<file path="src/rtl/aer_pkg.sv">
// Shared types for the buffered AER output encoder.
// Holds the handshake FSM state encoding and the FIFO level width helper.
package aer_pkg;

   typedef enum logic [1:0] {
      IDLE    = 2'd0,
      REQ     = 2'd1,
      ACK_LOW = 2'd2
   } aer_state_t;

   // Occupancy must represent 0..depth inclusive.
   function automatic int lvl_w(input int depth);
      return $clog2(depth) + 1;
   endfunction

endpackage

</file>
<file path="src/rtl/aer_addr_fifo.sv">
// Synchronous address FIFO with flush; pointers carry a wrap bit.
// Ports: CLK, RST, push/push_data, pop, flush -> head, full, empty, level.
module aer_addr_fifo
   import aer_pkg::*;
#(
   parameter int ADDR_W = 8,
   parameter int DEPTH  = 8
)(
   input  logic                    CLK,
   input  logic                    RST,
   input  logic                    push,
   input  logic [ADDR_W-1:0]       push_data,
   input  logic                    pop,
   input  logic                    flush,
   output logic [ADDR_W-1:0]       head,
   output logic                    full,
   output logic                    empty,
   output logic [lvl_w(DEPTH)-1:0] level
);

   localparam int AW = $clog2(DEPTH);
   localparam logic [AW:0] ONE = (AW+1)'(1);
   localparam logic [AW:0] WRAP = {1'b1, {AW{1'b0}}};

   logic [AW:0]       wr_ptr;
   logic [AW:0]       rd_ptr;
   logic [ADDR_W-1:0] mem [DEPTH];
   logic              do_push;
   logic              do_pop;

   assign full    = (wr_ptr ^ rd_ptr) == WRAP;
   assign empty   = wr_ptr == rd_ptr;
   assign level   = wr_ptr - rd_ptr;
   assign head    = mem[rd_ptr[AW-1:0]];
   // Flush wins over both a push and a pop in the same cycle.
   assign do_push = push & ~full & ~flush;
   assign do_pop  = pop & ~empty & ~flush;

   always_ff @(posedge CLK or posedge RST) begin
      if (RST) begin
         wr_ptr <= '0;
         rd_ptr <= '0;
      end else if (flush) begin
         rd_ptr <= wr_ptr;
      end else begin
         if (do_push) wr_ptr <= wr_ptr + ONE;
         if (do_pop)  rd_ptr <= rd_ptr + ONE;
      end
   end

   always_ff @(posedge CLK) begin
      if (do_push) mem[wr_ptr[AW-1:0]] <= push_data;
   end

endmodule

</file>
<file path="src/rtl/aer_out_fifo_enc.sv">
// Buffered AER output encoder: FIFO in front of a 4-phase REQ/ACK link.
// Ports: CLK, RST, EVT_* sorter side, FLUSH, CLR_ERR, AERIN_* link, status.
module aer_out_fifo_enc
   import aer_pkg::*;
#(
   parameter int ADDR_W         = 8,
   parameter int DEPTH          = 8,
   parameter int SYNC_STAGES    = 2,
   parameter int TIMEOUT_CYCLES = 1024,
   parameter int CNT_W          = 16
)(
   input  logic                    CLK,
   input  logic                    RST,
   input  logic [ADDR_W-1:0]       EVT_ADDR,
   input  logic                    EVT_VALID,
   output logic                    EVT_READY,
   input  logic                    FLUSH,
   input  logic                    CLR_ERR,
   output logic [ADDR_W-1:0]       AERIN_ADDR,
   output logic                    AERIN_REQ,
   input  logic                    AERIN_ACK,
   output logic                    AERIN_CTRL_BUSY,
   output logic [lvl_w(DEPTH)-1:0] FIFO_LEVEL,
   output logic [CNT_W-1:0]        EVT_SENT_CNT,
   output logic                    TIMEOUT_ERR
);

   localparam int TW = (TIMEOUT_CYCLES > 1) ? $clog2(TIMEOUT_CYCLES) : 1;
   localparam logic [TW-1:0] T_LAST =
      TW'((TIMEOUT_CYCLES > 0) ? TIMEOUT_CYCLES - 1 : 0);
   localparam bit TO_EN = TIMEOUT_CYCLES != 0;

   aer_state_t             state_q, state_d;
   logic [SYNC_STAGES-1:0] ack_sync;
   logic                   ack_s;
   logic [ADDR_W-1:0]      head;
   logic                   full, empty, pop;
   logic                   req_d, abort_q, abort_d, err_d;
   logic [ADDR_W-1:0]      addr_d;
   logic [TW-1:0]          timer_q, timer_d;
   logic [CNT_W-1:0]       cnt_d;

   aer_addr_fifo #(
      .ADDR_W (ADDR_W),
      .DEPTH  (DEPTH)
   ) u_fifo (
      .CLK       (CLK),
      .RST       (RST),
      .push      (EVT_VALID),
      .push_data (EVT_ADDR),
      .pop       (pop),
      .flush     (FLUSH),
      .head      (head),
      .full      (full),
      .empty     (empty),
      .level     (FIFO_LEVEL)
   );

   assign EVT_READY       = ~full;
   assign ack_s           = ack_sync[SYNC_STAGES-1];
   assign AERIN_CTRL_BUSY = (state_q != IDLE) | (FIFO_LEVEL != '0);

   always_ff @(posedge CLK or posedge RST) begin
      if (RST) state_q <= IDLE;
      else     state_q <= state_d;
   end

   always_comb begin
      state_d = state_q;
      req_d   = AERIN_REQ;
      addr_d  = AERIN_ADDR;
      timer_d = timer_q;
      abort_d = abort_q;
      cnt_d   = EVT_SENT_CNT;
      err_d   = CLR_ERR ? 1'b0 : TIMEOUT_ERR;
      pop     = 1'b0;
      unique case (state_q)
         IDLE: begin
            // A still-high ACK from a previous cycle blocks the next REQ.
            if (~empty & ~ack_s & ~FLUSH) begin
               pop     = 1'b1;
               addr_d  = head;
               req_d   = 1'b1;
               timer_d = '0;
               abort_d = 1'b0;
               state_d = REQ;
            end
         end
         REQ: begin
            if (ack_s) begin
               req_d   = 1'b0;
               state_d = ACK_LOW;
            end else if (TO_EN && timer_q == T_LAST) begin
               req_d   = 1'b0;
               err_d   = 1'b1;
               abort_d = 1'b1;
               state_d = ACK_LOW;
            end else begin
               timer_d = timer_q + TW'(1);
            end
         end
         ACK_LOW: begin
            if (~ack_s) begin
               state_d = IDLE;
               if (~abort_q) cnt_d = EVT_SENT_CNT + CNT_W'(1);
            end
         end
         default: state_d = IDLE;
      endcase
   end

   always_ff @(posedge CLK or posedge RST) begin
      if (RST) begin
         ack_sync     <= '0;
         AERIN_REQ    <= 1'b0;
         AERIN_ADDR   <= '0;
         timer_q      <= '0;
         abort_q      <= 1'b0;
         EVT_SENT_CNT <= '0;
         TIMEOUT_ERR  <= 1'b0;
      end else begin
         ack_sync     <= {ack_sync[SYNC_STAGES-2:0], AERIN_ACK};
         AERIN_REQ    <= req_d;
         AERIN_ADDR   <= addr_d;
         timer_q      <= timer_d;
         abort_q      <= abort_d;
         EVT_SENT_CNT <= cnt_d;
         TIMEOUT_ERR  <= err_d;
      end
   end

endmodule
</file>
<file path="config.mk">
export PLATFORM = sky130hd
export DESIGN_NAME = aer_out_fifo_enc
export DESIGN_NICKNAME = d
export VERILOG_FILES = /design/src/rtl/aer_pkg.sv /design/src/rtl/aer_addr_fifo.sv /design/src/rtl/aer_out_fifo_enc.sv
export SDC_FILE = /design/constraint.sdc
export NUM_CORES = 1
export LEC_CHECK = 0
export CAP_MARGIN = 0
export CORE_MARGIN = 2
export CORE_UTILIZATION = 40
export CTS_BUF_LIST = sky130_fd_sc_hd__clkbuf_4 sky130_fd_sc_hd__clkbuf_8
export DETAILED_ROUTE_END_ITERATION = 12
export GPL_TIMING_DRIVEN = 0
export PLACE_DENSITY = 0.57
export SYNTH_ARGS = -nofsm -noshare
export SYNTH_HDL_FRONTEND = slang
export SYNTH_SLANG_ARGS = --single-unit
</file>
<file path="constraint.sdc">
create_clock -name CLK -period 3.2 [get_ports CLK]
set_input_delay 0.8 -clock CLK [delete_from_list [all_inputs] [get_ports CLK]]
set_output_delay 0.8 -clock CLK [all_outputs]
set_load 0.02 [all_outputs]
</file>
==> flow_summary_export.csv, run 1 <==
group,metric,value,unit
status,status,"completed",
clock_network,total_clock_buffers_created_by_cts,17,
die,initial_core_util,0.406,
timing,grt_setup_unrepaired,"false",
power,power.leakage,2.29,nW
timing,highest_achievable_clock_rate,0.328,GHz
placement,dpl_worst_slack,-672,ps
global_route,grt_antenna_before_repair,0,
drt,remaining_drc_errors,0,
clock_network,worstSkewPairLatency,430,ps
final_layout,layout-area-overhead-vs-synth,22.8,%
final_layout,antenna_diode_instance_count,0,
logic_synthesis,synth_area_leader,"edfxtp_1",
timing,tns,0,ps
setup_path,critical_path.max_stage_delay,600,ps
logic_synthesis,synth_enable_flop_cells,64,
logic_synthesis,synthesis.nets,363,
setup_path,timing.rr.start,"u_fifo.rd_ptr[1]",
setup_path,worstPathMaxFanout,5,
timing,setup-violations-final,0,
die,die_h,114,µm
die,dieArea,12900,µm²
die,io-pin-count,46,
die,chipWidth,114,µm
timing,finalHoldWorstSlack,354,ps
hold_path,holdPathEnd,"ack_sync[1]",
clock_network,clock-root-buffer,"clkbuf_8",
clock_network,clock_tree_from_tritoncts,"built",
hold_path,worstHoldPathCells,0,
clock_network,cts.sink_count,113,
clock_network,cts-htree-levels,4,
drt,wl_per_cell,18.2,µm
logic_synthesis,post_synth_most_frequent_cells,"edfxtp_1, dfrtp_1, nand2_1",
placement,port_buffers,44,
drt,detail_route.vias_per_cell,5.19,
logic_synthesis,ys_dominant_reg_cell,"edfxtp_1",
setup_path,critical_path.cell_chain,"inv_1, ha_1, fa_1, inv_1, clkdlybuf4s50_1",
drt,drt-total-wl,10300,µm
logic_synthesis,synth_seq_area_share,0.654,
hold_path,timing.hold.worst.start,"ack_sync[0]",
setup_path,worst_setup_path_start_kind,"flip-flop",
power,ir_worst_vdd,0.000633,V
timing,final.setup_skew,13.3,ps
timing,drv_slew,0,
logic_synthesis,synthDistinctLibCells,43,
logic_synthesis,syn-instance-count,341,
timing,max_slew_margin,0.321,
logic_synthesis,synthesis.area_per_instance,14.1,µm²
clock_network,clk_path_buf_depth,2,
logic_synthesis,postSynthRegisterBits,113,
setup_path,timing.setup.critical_path_class,"reg2out",
logic_synthesis,top_area_cells_in_the_synthesized_netlist,"edfxtp_1, dfrtp_1, mux4_2",
logic_synthesis,ys_warn_count,0,
setup_path,cp_data_arrival_time,2250,ps
final_layout,multiInputGateArea,1570,µm²
global_route,grt_max_degree,30,
placement,detailed_place_hpwl,6460,µm
die,number_of_rows_created_at_floorplan,40,
logic_synthesis,synth_top_cell_area_share,0.399,
timing,minimum_period_implied_by_the_final_worst_setup_slack,3050,ps
drt,dr.first_iter.drc_count,181,
setup_path,reg2reg_to,"u_fifo.mem[2][3]",
final_layout,design.final.nets,429,
setup_path,worst_r2r_path_depth,8,
drt,first_pass_iters,5,
logic_synthesis,synthMostInstantiatedCell,"edfxtp_1",
setup_path,crit_required,2400,ps
setup_path,timing.reg2reg.setup_slack,400,ps
timing,worstMarginPinSlew,1010,ps
timing,layout_setup_ws,151,ps
logic_synthesis,synthesis.area,4820,µm²
job,max_capacitance_violation_count,0,
hold_path,worstHoldPathType,"reg2reg",
final_layout,layout.area.seq,3150,µm²
global_route,gr-usage-all-layers,0.171,
power,pwr_density_cell,874,nW/µm²
setup_path,end_kind,"output port",
timing,hold_viol,0,
drt,route.antenna.remaining_nets,0,
die,fp.coreArea,11900,µm²
setup_path,cell_occurring_most_often_along_the_worst_timing_path,"inv_1",
clock_network,worst_setup_hold_path_clk_slew,70,ps
global_route,global_route.overflow_total,0,
setup_path,critical_path.slowest_cell,"clkdlybuf4s50_1",
global_route,first_pass_grt_wire_length,16100,µm
logic_synthesis,synthArstFlopShare,0.434,
final_layout,post_route_cells_drive_above_1_share,0.164,
drt,num_vias,2940,
timing,min_period_over_period,0.953,
global_route,first_global_vias,2904,
final_layout,filler_cell_count,1055,
placement,place.gp.congestion,0.806,
routing by layer:
metal | track usage | up-vias | share of wire
met5 | 0 | - | 0
met3 | 0.0457 | 8 | 0.048
met2 | 0.277 | 72 | 0.49
met4 | 0.0585 | 0 | 0.0094
met1 | 0.224 | 1455 | 0.45
li1 | - | 1405 | -
worst max-delay path: cells and delay by family (launching register included):
kind       cells  cell delay (ps)
fa+ha+maj      2              670
flops          1              420
buf+inv        3              750
power by group:
group          switching, mW  total, mW  leakage (nW)  internal, mW
combinational          0.975       1.78         0.846         0.804
clock                  0.554       1.42         0.220         0.869
sequential             0.186       1.96          1.22          1.78
total                   1.71       5.17          2.29          3.45
sequential cells by signal, indices dropped and copies added, names as in the netlist:
register,cells
u_fifo.mem,64
state_q,2
ack_sync,2
u_fifo.wr_ptr,4
abort_q,1
u_fifo.rd_ptr,4
timer_q,10
EVT_SENT_CNT,16
AERIN_ADDR,8
AERIN_REQ,1
TIMEOUT_ERR,1
cells by family after synthesis:
group / share of synthesized area
flops: 0.654
mux: 0.100
fa+ha+maj: 0.0223
buf+inv: 0.0229
simple gates: 0.114
compound gates: 0.0470
xor+xnor: 0.0400
metrics by stage:
stage	area, µm²	cells	power [mW]	utilization
3_3_place_gp	5440	532	3.75	0.459
2_1_floorplan	4820	341	3.11	-
6_report	5910	567	5.17	0.499
5_1_grt	5910	567	5.46	0.499
3_5_place_dp	5470	533	3.79	0.461
4_1_cts	5920	567	5.23	0.499
timing repair:
| item | CTS | global route |
|---|---|---|
| hold buffers | 0 | 0 |
| hold endpoints to repair | 0 | 0 |
| setup buffers | 2 | 0 |
| gates resized for setup | 11 | 5 |
| setup endpoints to repair | 81 | 3 |
placed cells by master (no fill, tap or decap), drive strengths merged, types with 3 or more instances in the layout:
cell type      netlist  final
edfxtp              64     64
dfrtp               49     49
clkdlybuf4s50        0     40
nand2               35     35
clkbuf               4     30
o21ai               21     21
nand3               20     20
mux4                16     16
nor2                16     16
inv                 13     13
buf                  8     12
xor2                11     11
xnor2               11     11
mux2i               10     10
nand4                9      9
ha                   7      7
nor3                 6      6
and3                 5      5
nand2b               4      4
nor2b                4      4
clkinv               0      4
o211ai               3      3
o311ai               3      3
bufinv               0      3
nor4                 3      3
worst max path at each step:
stage,start,endpoint,slack [ps]
after floorplan,u_fifo.rd_ptr[1],AERIN_CTRL_BUSY,200
after global placement,u_fifo.rd_ptr[1],u_fifo.mem[0][2],-800
after detailed placement,u_fifo.rd_ptr[1],AERIN_CTRL_BUSY,-670
after CTS,u_fifo.wr_ptr[1],FIFO_LEVEL[2],20
after global routing,u_fifo.wr_ptr[0],FIFO_LEVEL[1],30
final,u_fifo.wr_ptr[0],FIFO_LEVEL[1],150
area by class of cell:
type,instances,share of cell area
inverter,13,0.00825
timing repair buffer,47,0.0789
clock inverter,7,0.0182
sequential,113,0.532
tap,147,0.0311
multi-input combinational,203,0.265
buffer,12,0.0131
clock buffer,25,0.0529
(Power assumes the default switching activity.)
==> inputs of run 2 (changes only) <==
--- a/config.mk
+++ b/config.mk
@@ -11,7 +11,7 @@
 export CTS_BUF_LIST = sky130_fd_sc_hd__clkbuf_4 sky130_fd_sc_hd__clkbuf_8
 export DETAILED_ROUTE_END_ITERATION = 12
 export GPL_TIMING_DRIVEN = 0
-export PLACE_DENSITY = 0.57
+export PLACE_DENSITY_LB_ADDON = 0.08
 export SYNTH_ARGS = -nofsm -noshare
 export SYNTH_HDL_FRONTEND = slang
 export SYNTH_SLANG_ARGS = --single-unit
==> run 2 against run 1 <==
Clock power is 13% lower. Flip-flop and latch count stayed put. Global-route usage is 0.15 points higher. Maximum frequency is 0.57% lower. Critical path type unchanged.
==> flow_summary_export.csv, run 2 (synthesis results as in run 1) <==
group,metric,value,unit
die,initial_core_util,0.406,
clock_network,worstSkewPairLatency,420,ps
global_route,grt_antenna_before_repair,0,
timing,tns,0,ps
die,chipWidth,114,µm
clock_network,worst_setup_hold_path_clk_slew,70,ps
die,dieArea,12900,µm²
placement,place.gp.congestion,0.799,
setup_path,cp_data_arrival_time,2270,ps
final_layout,layout.cells.non_filler,567,
power,power.leakage,2.24,nW
global_route,gr-usage-all-layers,0.172,
timing,worstMarginPinSlew,988,ps
status,status,"completed",
final_layout,largest_register_ffs,64,
final_layout,design.final.nets,429,
die,fp.coreArea,11900,µm²
timing,drv_slew,0,
setup_path,critical_path.slowest_cell,"clkdlybuf4s50_1",
timing,max_slew_margin,0.339,
global_route,global_route.overflow_total,0,
clock_network,clock-root-buffer,"clkbuf_8",
die,number_of_rows_created_at_floorplan,40,
clock_network,clock_tree_from_tritoncts,"built",
clock_network,cts.sink_count,113,
drt,route.antenna.remaining_nets,0,
timing,highest_achievable_clock_rate,0.326,GHz
placement,dp_cells,533,
final_layout,filler_cell_count,1051,
final_layout,antenna_diode_instance_count,0,
setup_path,crit_buf_inv,3,
clock_network,cts_hold_buf,0,
placement,detailed_place_hpwl,6650,µm
drt,dr.first_iter.drc_count,188,
clock_network,cts-htree-levels,4,
setup_path,worst_setup_path_start_kind,"flip-flop",
drt,remaining_drc_errors,0,
final_layout,post_route_cells_drive_above_1_share,0.169,
die,io-pin-count,46,
timing,finalHoldWorstSlack,366,ps
setup_path,critical_path.max_stage_delay,590,ps
placement,port_buffers,44,
die,die_h,114,µm
drt,drt-total-wl,10300,µm
final_layout,final_core_utilization,0.495,
job,max_capacitance_violation_count,0,
setup_path,timing.setup.critical_path_class,"reg2out",
final_layout,most-common-layout-cells,"edfxtp_1, dfrtp_1, clkdlybuf4s50_1",
final_layout,layout.cells.most_common,"edfxtp_1",
drt,detail_route.vias_per_cell,5.13,
clock_network,total_clock_buffers_created_by_cts,17,
setup_path,worst_path_dominant_cell_family,"buffers and inverters",
setup_path,cell_occurring_most_often_along_the_worst_timing_path,"inv_1",
timing,min_period_over_period,0.958,
global_route,grt_max_degree,37,
drt,wl_per_cell,18.1,µm
clock_network,clk_path_buf_depth,2,
timing,minimum_period_implied_by_the_final_worst_setup_slack,3070,ps
power,pwr_density_cell,849,nW/µm²
timing,grt_setup_unrepaired,"false",
setup_path,worstPathMaxFanout,5,
final_layout,layout-area-overhead-vs-synth,21.8,%
setup_path,crit_required,2400,ps
hold_path,worstHoldPathType,"reg2reg",
global_route,first_global_vias,2982,
drt,first_pass_iters,4,
timing,setup-violations-final,0,
power,ir_worst_vdd,0.000482,V
setup_path,critical_path.cell_chain,"inv_1, ha_1, fa_1, inv_1, clkdlybuf4s50_1",
drt,num_vias,2907,
timing,hold_viol,0,
timing,final.setup_skew,10.5,ps
setup_path,end_kind,"output port",
global_route,first_pass_grt_wire_length,16200,µm
## run 2: cell count changes in the layout (fill, tap and decap cells not counted), moves of 2 or more
cell        previous run  this run
clkinv_4               0         3
clkbuf_4               5         0
clkbuf_8              21        18
bufinv_16              3         1
clkinvlp_4             0         4
inv_6                  0         4
## run 2: metrics by stage
stage	total power [mW]	cell area (µm²)	worst slack [ps]
final	4.98	5870	134
after global routing	5.29	5870	22.1
after global placement	3.76	5440	-814
after CTS	5.04	5860	25.8
after detailed placement	3.79	5470	-631
after floorplan	3.11	4820	196
## run 2: cell type report
cell class / instances / area (µm²) / share of cell area
Sequential cell: 113 / 3150 / 0.537
Multi-Input combinational cell: 203 / 1570 / 0.267
Timing Repair Buffer: 47 / 469 / 0.0800
Clock buffer: 17 / 234 / 0.0399
Tap cell: 147 / 184 / 0.0313
Clock inverter: 15 / 135 / 0.0230
Buffer: 12 / 77.6 / 0.0132
Inverter: 13 / 48.8 / 0.00832
## run 2: repair_timing
item / 4_1_cts / 5_1_grt
buffers inserted: 1 / 1
setup endpoints to repair: 80 / 3
gates resized for setup: 16 / 2
## run 2: final timing paths
| path | start | endpoint | slack (ps) | depth (start not counted) |
|---|---|---|---|---|
| max | u_fifo.wr_ptr[0] | FIFO_LEVEL[1] | 130 | 5 |
| min | ack_sync[0] | ack_sync[1] | 370 | 0 |
| min reg2reg | ack_sync[0] | ack_sync[1] | 370 | 0 |
| max in group asynchronous | RST | timer_q[6] | 2030 | 3 |
| min in group asynchronous | RST | AERIN_ADDR[5] | 660 | 2 |
| max reg2reg | u_fifo.rd_ptr[1] | u_fifo.mem[2][1] | 470 | 8 |
## run 2: report_power, final
| group | internal (mW) | switching, mW | total (mW) |
|---|---|---|---|
| Clock | 0.618 | 0.616 | 1.23 |
| Combinational | 0.809 | 0.972 | 1.78 |
| Sequential | 1.78 | 0.189 | 1.97 |
## run 2: worst register-to-register path: stages (launching register included)
cell and delay [ps]:
dfrtp_1 360, clkbuf_8 150, buf_6 160, inv_1 60, ha_1 300, nand3_1 180
nand2b_1 170, nand3_1 190, nor2_1 780
## run 2: metal layers
layer | vias to the layer above | wire [µm] | global-route usage
met5 | - | 0 | 0
met4 | 0 | 55 | 0.0512
met3 | 2 | 392 | 0.0563
met2 | 56 | 5270 | 0.294
met1 | 1442 | 4550 | 0.209
li1 | 1407 | - | -
